==> src/rtl/fetch_iq_if.sv <==
// Packet type and fe0/fe1 bundle for the fetch instruction queue.
// The master modport is the queue side; the slave modport is the icache/decode side.
package fetch_iq_pkg;
  typedef struct packed {
    logic [31:0] instr;
    logic [31:0] pc;
`ifdef SIMULATION
    logic [31:0] simid;
`endif
  } t_instr_pkt;
endpackage

interface fetch_iq_if #(
  parameter int DEPTH = 4
);
  import fetch_iq_pkg::*;
  localparam int CNT_W = $clog2(DEPTH + 1);

  logic             ic_valid_fe0;
  logic [31:0]      ic_instr_fe0;
  logic [31:0]      ic_pc_fe0;
  logic             ic_ready_fe0;
  logic             stall;
  logic             br_mispred_rb1;
  logic             valid_fe1;
  t_instr_pkt       instr_fe1;
  logic [CNT_W-1:0] iq_count;

  modport master (
    input  ic_valid_fe0, ic_instr_fe0, ic_pc_fe0, stall, br_mispred_rb1,
    output ic_ready_fe0, valid_fe1, instr_fe1, iq_count
  );

  modport slave (
    output ic_valid_fe0, ic_instr_fe0, ic_pc_fe0, stall, br_mispred_rb1,
    input  ic_ready_fe0, valid_fe1, instr_fe1, iq_count
  );
endinterface

==> src/rtl/fetch_iq.sv <==
// Fetch-side instruction queue: buffers icache returns and presents the head packet to decode.
// Circular buffer; outputs come from registered state only, flush drops everything queued.
module fetch_iq
  import fetch_iq_pkg::*;
#(
  parameter  int DEPTH = 4,
  localparam int CNT_W = $clog2(DEPTH + 1)
) (
  input  logic        clk,
  input  logic        reset_n,
  fetch_iq_if.master  bus
);
  localparam int PTR_W = $clog2(DEPTH);

  t_instr_pkt       mem [DEPTH];
  t_instr_pkt       wr_pkt;
  logic [PTR_W-1:0] rd_ptr, wr_ptr;
  logic [CNT_W-1:0] count;
  logic             full, valid, flush, push, pop;

  assign full  = (count == CNT_W'(DEPTH));
  assign valid = (count != '0);
  assign flush = bus.br_mispred_rb1;
  // Flush beats both push and pop in the same cycle.
  assign push  = bus.ic_valid_fe0 & ~full & ~flush;
  assign pop   = valid & ~bus.stall & ~flush;

`ifdef SIMULATION
  logic [31:0] fid;
  always_ff @(posedge clk or negedge reset_n)
    if (!reset_n)  fid <= '0;
    else if (push) fid <= fid + 32'd1;
`endif

  always_comb begin
    wr_pkt       = '0;
    wr_pkt.instr = bus.ic_instr_fe0;
    wr_pkt.pc    = bus.ic_pc_fe0;
`ifdef SIMULATION
    wr_pkt.simid = fid;
`endif
  end

  always_ff @(posedge clk)
    if (push) mem[wr_ptr] <= wr_pkt;

  always_ff @(posedge clk or negedge reset_n) begin
    if (!reset_n) begin
      rd_ptr <= '0;
      wr_ptr <= '0;
      count  <= '0;
    end else if (flush) begin
      rd_ptr <= wr_ptr;
      count  <= '0;
    end else begin
      if (push) wr_ptr <= wr_ptr + 1'b1;
      if (pop)  rd_ptr <= rd_ptr + 1'b1;
      case ({push, pop})
        2'b10:   count <= count + 1'b1;
        2'b01:   count <= count - 1'b1;
        default: count <= count;
      endcase
    end
  end

  // Head slot is never overwritten while occupied, so a stalled head stays put.
  // Empty queue presents zero rather than stale or uninitialised storage.
  assign bus.ic_ready_fe0 = ~full;
  assign bus.valid_fe1    = valid;
  assign bus.instr_fe1    = valid ? mem[rd_ptr] : '0;
  assign bus.iq_count     = count;

`ifndef SYNTHESIS
  a_cnt_max:  assert property (@(posedge clk) disable iff (!reset_n) count <= CNT_W'(DEPTH));
  a_no_ovf:   assert property (@(posedge clk) disable iff (!reset_n) push |-> !full);
  a_no_unf:   assert property (@(posedge clk) disable iff (!reset_n) pop |-> valid);
  a_hold:     assert property (@(posedge clk) disable iff (!reset_n)
                (valid & bus.stall & ~flush) |=> (valid && $stable(bus.instr_fe1)));
`endif
endmodule

==> src/flat_wrapper.sv <==
// flat-port wrapper written by rule: the top's interface ports become plain ports
module fetch_iq_flat import fetch_iq_pkg::*;
#(
  parameter  int DEPTH = 4,
  localparam int CNT_W = $clog2(DEPTH + 1)
)
  (clk, reset_n, bus_ic_valid_fe0, bus_ic_instr_fe0, bus_ic_pc_fe0, bus_stall, bus_br_mispred_rb1, bus_ic_ready_fe0, bus_valid_fe1, bus_instr_fe1, bus_iq_count);
  fetch_iq_if #(.DEPTH(DEPTH)) bus_i ();
  input  logic clk;
  input  logic reset_n;
  input wire logic [$bits(bus_i.ic_valid_fe0)-1:0] bus_ic_valid_fe0;
  input wire logic [$bits(bus_i.ic_instr_fe0)-1:0] bus_ic_instr_fe0;
  input wire logic [$bits(bus_i.ic_pc_fe0)-1:0] bus_ic_pc_fe0;
  input wire logic [$bits(bus_i.stall)-1:0] bus_stall;
  input wire logic [$bits(bus_i.br_mispred_rb1)-1:0] bus_br_mispred_rb1;
  output wire logic [$bits(bus_i.ic_ready_fe0)-1:0] bus_ic_ready_fe0;
  output wire logic [$bits(bus_i.valid_fe1)-1:0] bus_valid_fe1;
  output wire logic [$bits(bus_i.instr_fe1)-1:0] bus_instr_fe1;
  output wire logic [$bits(bus_i.iq_count)-1:0] bus_iq_count;
  assign bus_i.ic_valid_fe0 = bus_ic_valid_fe0;
  assign bus_i.ic_instr_fe0 = bus_ic_instr_fe0;
  assign bus_i.ic_pc_fe0 = bus_ic_pc_fe0;
  assign bus_i.stall = bus_stall;
  assign bus_i.br_mispred_rb1 = bus_br_mispred_rb1;
  assign bus_ic_ready_fe0 = bus_i.ic_ready_fe0;
  assign bus_valid_fe1 = bus_i.valid_fe1;
  assign bus_instr_fe1 = bus_i.instr_fe1;
  assign bus_iq_count = bus_i.iq_count;
  fetch_iq #(.DEPTH(DEPTH)) u_core (.clk(clk), .reset_n(reset_n), .bus(bus_i));
endmodule
==> config.mk <==
export PLATFORM = sky130hd
export DESIGN_NAME = fetch_iq_flat
export DESIGN_NICKNAME = d
export VERILOG_FILES = /design/src/rtl/fetch_iq_if.sv /design/src/rtl/fetch_iq.sv /design/src/flat_wrapper.sv
export SDC_FILE = /design/constraint.sdc
export NUM_CORES = 1
export LEC_CHECK = 0
export CORE_MARGIN = 8
export CORE_UTILIZATION = 30
export DETAILED_ROUTE_END_ITERATION = 8
export HOLD_SLACK_MARGIN = 0.06
export PLACE_DENSITY_LB_ADDON = 0.12
export REMOVE_ABC_BUFFERS = 1
export SETUP_SLACK_MARGIN = 0.15
export SYNTH_ARGS = -nofsm -noshare
export SYNTH_HDL_FRONTEND = slang
export SYNTH_SLANG_ARGS = --single-unit
==> constraint.sdc <==
create_clock -name clk -period 7.4 [get_ports clk]
set_clock_uncertainty 0.15 [all_clocks]
set_input_delay 0.74 -clock clk [delete_from_list [all_inputs] [get_ports clk]]
set_output_delay 0.74 -clock clk [all_outputs]
set_load 0.02 [all_outputs]
Word-level counts from Yosys, hierarchy flattened
Memories as Yosys holds them, arrays and structs flattened.
Cells that the tools add are included.
{"block": "totals", "regBits": 7, "ramBits": 256, "in_bits": 69, "output_inout_bits": 69, "elab_cells": 29, "memories": 1}
{"memory": "u_core.mem", "words": 4, "word_bits": 64, "read_ports": 1, "rd_ports_with_merged_regs": 0, "wr": 1, "line": "fetch_iq.sv:15", "text": "t_instr_pkt mem [DEPTH];"}
{"block": "op_classes", "add_sub_neg": 4, "n_eq_ne": 3, "muxes": 7, "n_bitwise": 7, "reduce_logical": 4}
{"operator": "2-to-1 mux 64 bit", "n": 1}
{"operator": "one-hot mux 3 bit (2 select lines)", "n": 1}
{"operator": "nonzero test 3 bit", "n": 2}
{"operator": "adder 2 x 1 -> 2 bit, second input constant", "n": 2}
{"operator": "bitwise AND 1 bit", "n": 4}
{"operator": "2-to-1 mux 2 bit", "n": 2}
{"operator": "adder 3 x 1 -> 3 bit, second input constant", "n": 1}
{"operator": "equality test 3 bit, second input constant", "n": 1}
{"operator": "2-to-1 mux 3 bit", "n": 1}
{"operator": "inverter 1 bit", "n": 3}
{"operator": "subtractor 3 x 1 -> 3 bit, second input constant", "n": 1}
{"operator": "equality test 2 x 1 -> 1 bit, second input constant", "n": 1}
{"operator": "equality test 2 bit, second input constant", "n": 1}
{"operator": "2-to-1 mux 1 bit", "n": 2}
{"operator": "AND reduction 2 bit", "n": 1}
{"operator": "nonzero test 2 bit", "n": 1}

Longest topological paths before layout
{"block": "logic_depth", "word_depth": 7, "mapped_depth": 7}

Worst setup path before layout
OpenSTA, ideal clock, no wires.
{"block": "synth_timing", "path_type": "in2reg", "start": "input bus_br_mispred_rb1", "end": "memory u_core.mem[0][0] in the netlist's numbering (enable)", "setup_time_ps": 429, "arrival_time_ps": 2718, "required_time_ps": 6821, "path_slack_ps": 4104, "path_stages": 3, "cell_sequence": "nand2b_1 > a21oi_1 > and2_1"}
{"block": "synth_via", "elab_chain_len": 4}
{"item": "start: declaration", "line": "flat_wrapper.sv:15", "text": "input wire logic [$bits(bus_i.br_mispred_rb1)-1:0] bus_br_mispred_rb1;"}
{"item": "inverter 1 bit (no source line)"}
{"item": "bitwise AND 1 bit", "line": "fetch_iq.sv:25", "text": "assign push = bus.ic_valid_fe0 & ~full & ~flush;"}
{"item": "2-to-1 mux 1 bit", "line": "fetch_iq.sv:45", "text": "if (push) mem[wr_ptr] <= wr_pkt;"}
{"item": "2-to-1 mux 1 bit (implied by the code)", "line": "fetch_iq.sv:45"}
{"item": "end: declaration", "line": "fetch_iq.sv:15"}
No other way between the ends.

Final worst setup path
{"block": "layout_timing", "start": "register u_core.rd_ptr[0]", "end": "output bus_instr_fe1[1]"}
{"block": "layout_via", "elab_chain_len": 2}
{"item": "start: declaration", "line": "fetch_iq.sv:17", "text": "logic [PTR_W-1:0] rd_ptr, wr_ptr;"}
{"item": "start signal: assignment", "line": "fetch_iq.sv:53", "text": "rd_ptr <= wr_ptr;"}
{"item": "start signal: assignment", "line": "fetch_iq.sv:57", "text": "if (pop) rd_ptr <= rd_ptr + 1'b1;"}
{"item": "memory (4 x 64 bit)"}
{"item": "2-to-1 mux 64 bit", "line": "fetch_iq.sv:70", "text": "assign bus.instr_fe1 = valid ? mem[rd_ptr] : '0;"}
{"item": "end: declaration", "line": "flat_wrapper.sv:18", "text": "output wire logic [$bits(bus_i.instr_fe1)-1:0] bus_instr_fe1;"}
No other way between the ends.

==> summary.md <==
| Metric | Value |
|---|---|
| Placed instance area | `around 12000 µm²` |
| Crit path from | `u_core.rd_ptr[0]$_DFFE_PN0P_` |
| GRT busiest layer | `met2` |
| R2R cell count | `7` |
| Area contributors post-synth | `edfxtp_1 (75%), mux4_2 (14%), and2_1 (4.1%)` |
| Initial antenna violation count | `1` |
| Cells after synthesis | `about 470` |
| CTS sink count | `around 260` |
| CORE AREA | `around 34000 µm²` |
| Register area share after synthesis | `76.6%` |
| PostCTS Resize Cnt | `0` |
| Number of synthesized flops with an enable pin | `~260` |
| Final Power | `between 4 and 5 mW` |
| Crit start category | `flip-flop` |
| Met3 usage in global routing | `between 2 and 3%` |
| Remaining DRCs | `0` |
| Synth top area share | `between 70% and 80%` |
| Clk buf depth | `3` |
| Mapped Area | `10300 µm²` |
| Cts bufs inserted | `31` |
| Leakage | `~4.2 nW` |
| Clock Root Buffer | `clkbuf_16` |
| Post-DR wirelength/cell | `between 20 and 25 µm` |
| Most instantiated cells after synthesis | `edfxtp_1 (256), and2_1 (68), mux4_2 (64)` |
| Top FF cell, synth | `edfxtp_1` |
| Worst-path maximum fanout | `37` |
| Filler cell count | `approximately 3000` |
| Buffers on Ports | `137` |
| Setup TNS | `0 ns` |
| Worst R2R Setup Slack | `4.61 ns` |
| Starting Density | `30.5%` |
| Hold Crit Class | `in2async` |
| FFs w/ async S/R, synth | `2.66%` |
| IO Count | `around 140` |
| Worst flop-to-flop path startpoint | `u_core.bus.iq_count[0]$_DFFE_PN0P_` |
| Req. time, crit path | `around 6.5 ns` |
| Total grt overflow | `0` |
| Max Clk Rate | `~0.23 GHz` |
| Hold slack | `~0.34 ns` |
| # hold bufs at CTS | `0` |
| Die footprint | `approximately 40000 µm²` |
| Finished Cell Area | `13200 µm²` |
| PnR worst setup slack | `~3.0 ns` |
| Antenna Nets Post-Route | `0` |
| Worst Setup End Kind | `primary output` |
| Post-layout minimum cycle time | `around 4.4 ns` |
| Synth area leader | `edfxtp_1` |
| # Max-Cap Violations | `0` |
| Fin crit share | `approximately 60%` |
| Worst-path clk slew | `roughly 0.06 ns` |
| Unrepaired setup endpoints after global routing | `false` |
| Count of final hold-check violations | `0` |
| DIE WIDTH | `~200 µm` |
| VDD IR max | `~0.22 mV` |
| First-pass GRT wire length | `roughly 34000 µm` |
| CTS tree | `done` |
| Status | `finished clean` |
| Via Count | `4970` |
| DRT Pass-1 Iters | `6` |
| Final setup viols | `0` |
| DR vias/cell | `about 4.6` |
| Final Wtd Congestion | `0.643` |
| GR met1 Demand/Resource | `around 14%` |
| Post-CTS setup repair buffer count | `0` |
| Max-slew violations | `0` |
| PwrDens | `354 nW/µm²` |
| Pin slew with the least headroom to its limit | `1.11 ns` |
| Dpl ws | `roughly 3.4 ns` |
| Final HPWL DP | `approximately 12000 µm` |
| Synth unique cells | `32` |
| # diodes | `0` |
| DRT Wirelength | `22400 µm` |
| Worst relative slew slack | `a little over a quarter` |
| Flops & latches, synth | `263` |
| Nets@finish | `about 690` |
| Layout cells sized above 1 | `19.6%` |
| Largest net degree at the start of global routing | `67` |
| Critical path arrival | `approximately 3.5 ns` |
| Die height | `between 200 and 250 µm` |
| DRT iter0 DRCs | `approximately 210` |
| Cell Rows | `between 60 and 70` |
| CP Class | `reg2out` |
| Syn avg cell area | `approximately 22 µm²` |
| Worst-skew pair later-pin latency | `between 0.5 and 0.6 ns` |
| Most numerous cell in the Yosys netlist | `edfxtp_1` |
| RR Endpoint | `u_core.bus.iq_count[1]$_DFFE_PN0P_` |
| Synth Warn # | `0` |
| CTS H-tree depth | `1` |
| P&R area growth vs syn | `28.5%` |
| Vias in the first global route | `about 5600` |
| GR Util All Layers | `11.0%` |
| Met2 GRT Util | `between 10% and 20%` |
[critical path, cell delays in order (launching register included)]
cell	delay, ns
dfrtp_4	0.86
buf_4	0.75
mux4_2	0.60
and2_1	0.19
clkdlybuf4s50_1	0.54
[flip-flops by register name (all words and copies together), names as in the netlist]
register and cells:
u_core.bus.iq_count 3, u_core.mem 256, u_core.rd_ptr 2, u_core.wr_ptr 2
[per-stage QoR]
step                cells  utilization (%)
global placement     1035             35.9
global route         1092             39.2
CTS                  1092             39.2
detailed placement   1035             35.9
floorplan             448                -
finish               1092             39.2
[per-layer routing]
metal	routed length, µm	up-vias	part of all wire (%)
met2	11000	126	49
met5	13	-	0.058
met1	9970	2599	44
li1	-	2218	-
met3	1150	25	5.1
met4	329	2	1.5
[cell families after synthesis]
family	synth area share [%]
muxes	14.2
xor gates and xnor gates	0.171
and+or+nand+nor	5.35
adders and majority gates	0.683
DFF	76.6
buffers and inverters	1.83
AOI/OAI and AO/OA	1.18
[layout make-up]
cell class / instances / area [µm²] / share of cell area (%)
Sequential cell: 263 / 7870 / 59.7
Tap cell: 448 / 561 / 4.25
Multi-Input combinational cell: 180 / 2220 / 16.8
Clock buffer: 33 / 783 / 5.94
Inverter: 5 / 18.8 / 0.142
Timing Repair Buffer: 139 / 1390 / 10.5
Clock inverter: 24 / 350 / 2.66
[worst max path at each step]
stage	to	slack, ns
after floorplan	bus_instr_fe1[0]	3.04
after global placement	bus_instr_fe1[40]	3.41
after detailed placement	bus_instr_fe1[58]	3.41
after CTS	bus_instr_fe1[58]	2.82
after global routing	bus_instr_fe1[37]	2.68
final	bus_instr_fe1[1]	2.99
[report_power, final]
| group | leakage [nW] | total [mW] | internal (mW) | switching, mW |
|---|---|---|---|---|
| Combinational | 1.26 | 1.05 | 0.565 | 0.484 |
| Sequential | 2.41 | 1.95 | 1.80 | 0.149 |
| Clock | 0.547 | 1.66 | 1.07 | 0.590 |
| Total | 4.22 | 4.67 | 3.44 | 1.22 |
[layout by cell type (no fill, tap or decap), types with 3 or more instances in the layout]
cell             count
a2111oi_0            3
a21oi_1              5
and2_1              64
and2_4               4
bufinv_16            9
clkbuf_16           31
clkdlybuf4s50_1    137
clkinv_1             5
clkinv_2             6
clkinvlp_4           3
dfrtp_1              5
edfxtp_1           256
ha_1                 4
inv_1                4
mux4_2              64
nand2_1              4
nand2b_1             4
o21ai_0              5
or3_1                3
No activity file was read; power rests on OpenSTA's default activity.
==> RTL change, RTL diff (config.mk and constraints unchanged) <==
`DEPTH` is set to 4 in 3 places; all go to 2.
--- a/src/rtl/fetch_iq_if.sv
+++ b/src/rtl/fetch_iq_if.sv
@@ -12,5 +12,5 @@
 
 interface fetch_iq_if #(
-  parameter int DEPTH = 4
+  parameter int DEPTH = 2
 );
   import fetch_iq_pkg::*;
--- a/src/rtl/fetch_iq.sv
+++ b/src/rtl/fetch_iq.sv
@@ -4,5 +4,5 @@
   import fetch_iq_pkg::*;
 #(
-  parameter  int DEPTH = 4,
+  parameter  int DEPTH = 2,
   localparam int CNT_W = $clog2(DEPTH + 1)
 ) (
--- a/src/flat_wrapper.sv
+++ b/src/flat_wrapper.sv
@@ -2,5 +2,5 @@
 module fetch_iq_flat import fetch_iq_pkg::*;
 #(
-  parameter  int DEPTH = 4,
+  parameter  int DEPTH = 2,
   localparam int CNT_W = $clog2(DEPTH + 1)
 )
Ports: changed (resized bus_iq_count); port bits go from 138 to 137. The function was not compared with the original's and may differ.
==> RTL change against the original RTL <==
Non-clock buffer count up 1; sequential cell count down 131; area after synthesis down 50%; cell area down 45%; clock power down 53%; synthesized cell count down 37%; utilization up 4.2 points; setup slack better by 0.75 ns; maximum frequency up 20%; count of clock-buffer cells in the layout down 11; die area down 47%; wire length down 49%; power down 51%; highest routed layer unchanged.
==> RTL change: results (changes against the original RTL) <==
Outcome
  • Status: complete, no violations (unchanged)

Placement
  • DP Area: 0.00665 mm2 (was 0.0121 mm2)
  • Dpl hpwl: 7690 um (was 12,300 um)
  • Number of I/O port buffers: 136 (was 137)
  • Placer Congestion: 0.706 (was 0.643)
  • Setup Slack @ Placement: 3.94 ns (was 3.41 ns)

Logic synthesis
  • Number of synthesized flops with an enable pin: 128 (was 256)
  • Post-synthesis cell count: 296 (was 473)
  • Yosys cell types: 21 (was 32)
  • Top cells by count, synth: 128 x edfxtp_1, 67 x nor2_1, 65 x mux2i_1 (was 256 x edfxtp_1, 68 x and2_1, 64 x mux4_2)

Cells and area
  • Max reg flops: 128 (was 256)
  • Layout cells sized above 1: 7.93% (was 19.6%)

Routing
  • Number of vias per cell: 4.32 (was 4.55)
  • Routed WL per cell: 17.1 um (was 20.5 um)
  • Drt pass-1 iters: 4 (was 6)

Clock network
  • CTS Buf Count: 17 (was 31)
  • Skew-Pair Late Insertion Delay: 0.40 ns (was 0.53 ns)
  • Max Root-Sink Buffers: 2 (was 3)

Worst setup path
  • Critical Path AT: 2.78 ns (was 3.52 ns)
  • Crit path launch: u_core.rd_ptr (was u_core.rd_ptr[0])
  • Max incr delay on CP: 0.82 ns (was 0.86 ns)
  • End point of the critical path: bus_instr_fe1[50] (was bus_instr_fe1[1])

Power and ir drop
  • Leak pwr: 0.00257 uW (was 0.00422 uW)
  • VDD IR max: 178 uV (was 220 uV)

Global route
  • Largest net degree at the start of global routing: 65 (was 67)

Timing
  • Worst-margin pin slew: 0.881 ns (was 1.11 ns)
  • Fmax: 273 MHz (was 227 MHz)
RTL change: cell count changes after synthesis, sizes merged, moves of 4 or more:
cell	delta
nor2	+65
mux2i	+65
and2	-68
clkbuf	-12
mux4	-64
o21ai	-5
edfxtp	-128
a21oi	-4
ha	-4
RTL change: final cells by class:
class	count	area share (%)
clock buffer	22	6.16
clock inverter	10	1.49
inverter	2	0.104
multi-input combinational	148	14.3
sequential	132	54.8
tap	220	3.82
timing repair buffer	140	19.3
RTL change: power breakdown:
group | internal (uW) | total, uW | switching [uW]
sequential | 915 | 983 | 67.8
combinational | 257 | 528 | 271
clock | 493 | 781 | 288
RTL change: layer usage:
metal  share of wire, %  vias to the layer above  GRT usage [%]
li1                   -                     1385              -
met1                 45                     1409           13.4
met2                 45                      104           16.6
met3                8.5                       13           5.28
met4                1.2                        2           4.33
met5               0.11                        -              0
RTL change: cell families after synthesis:
kind of cell / share of synthesized area [%]
mux: 13.0
xor+xnor: 0.343
compound gates: 0.515
simple gates: 5.96
buf+inv: 2.97
flops: 77.3
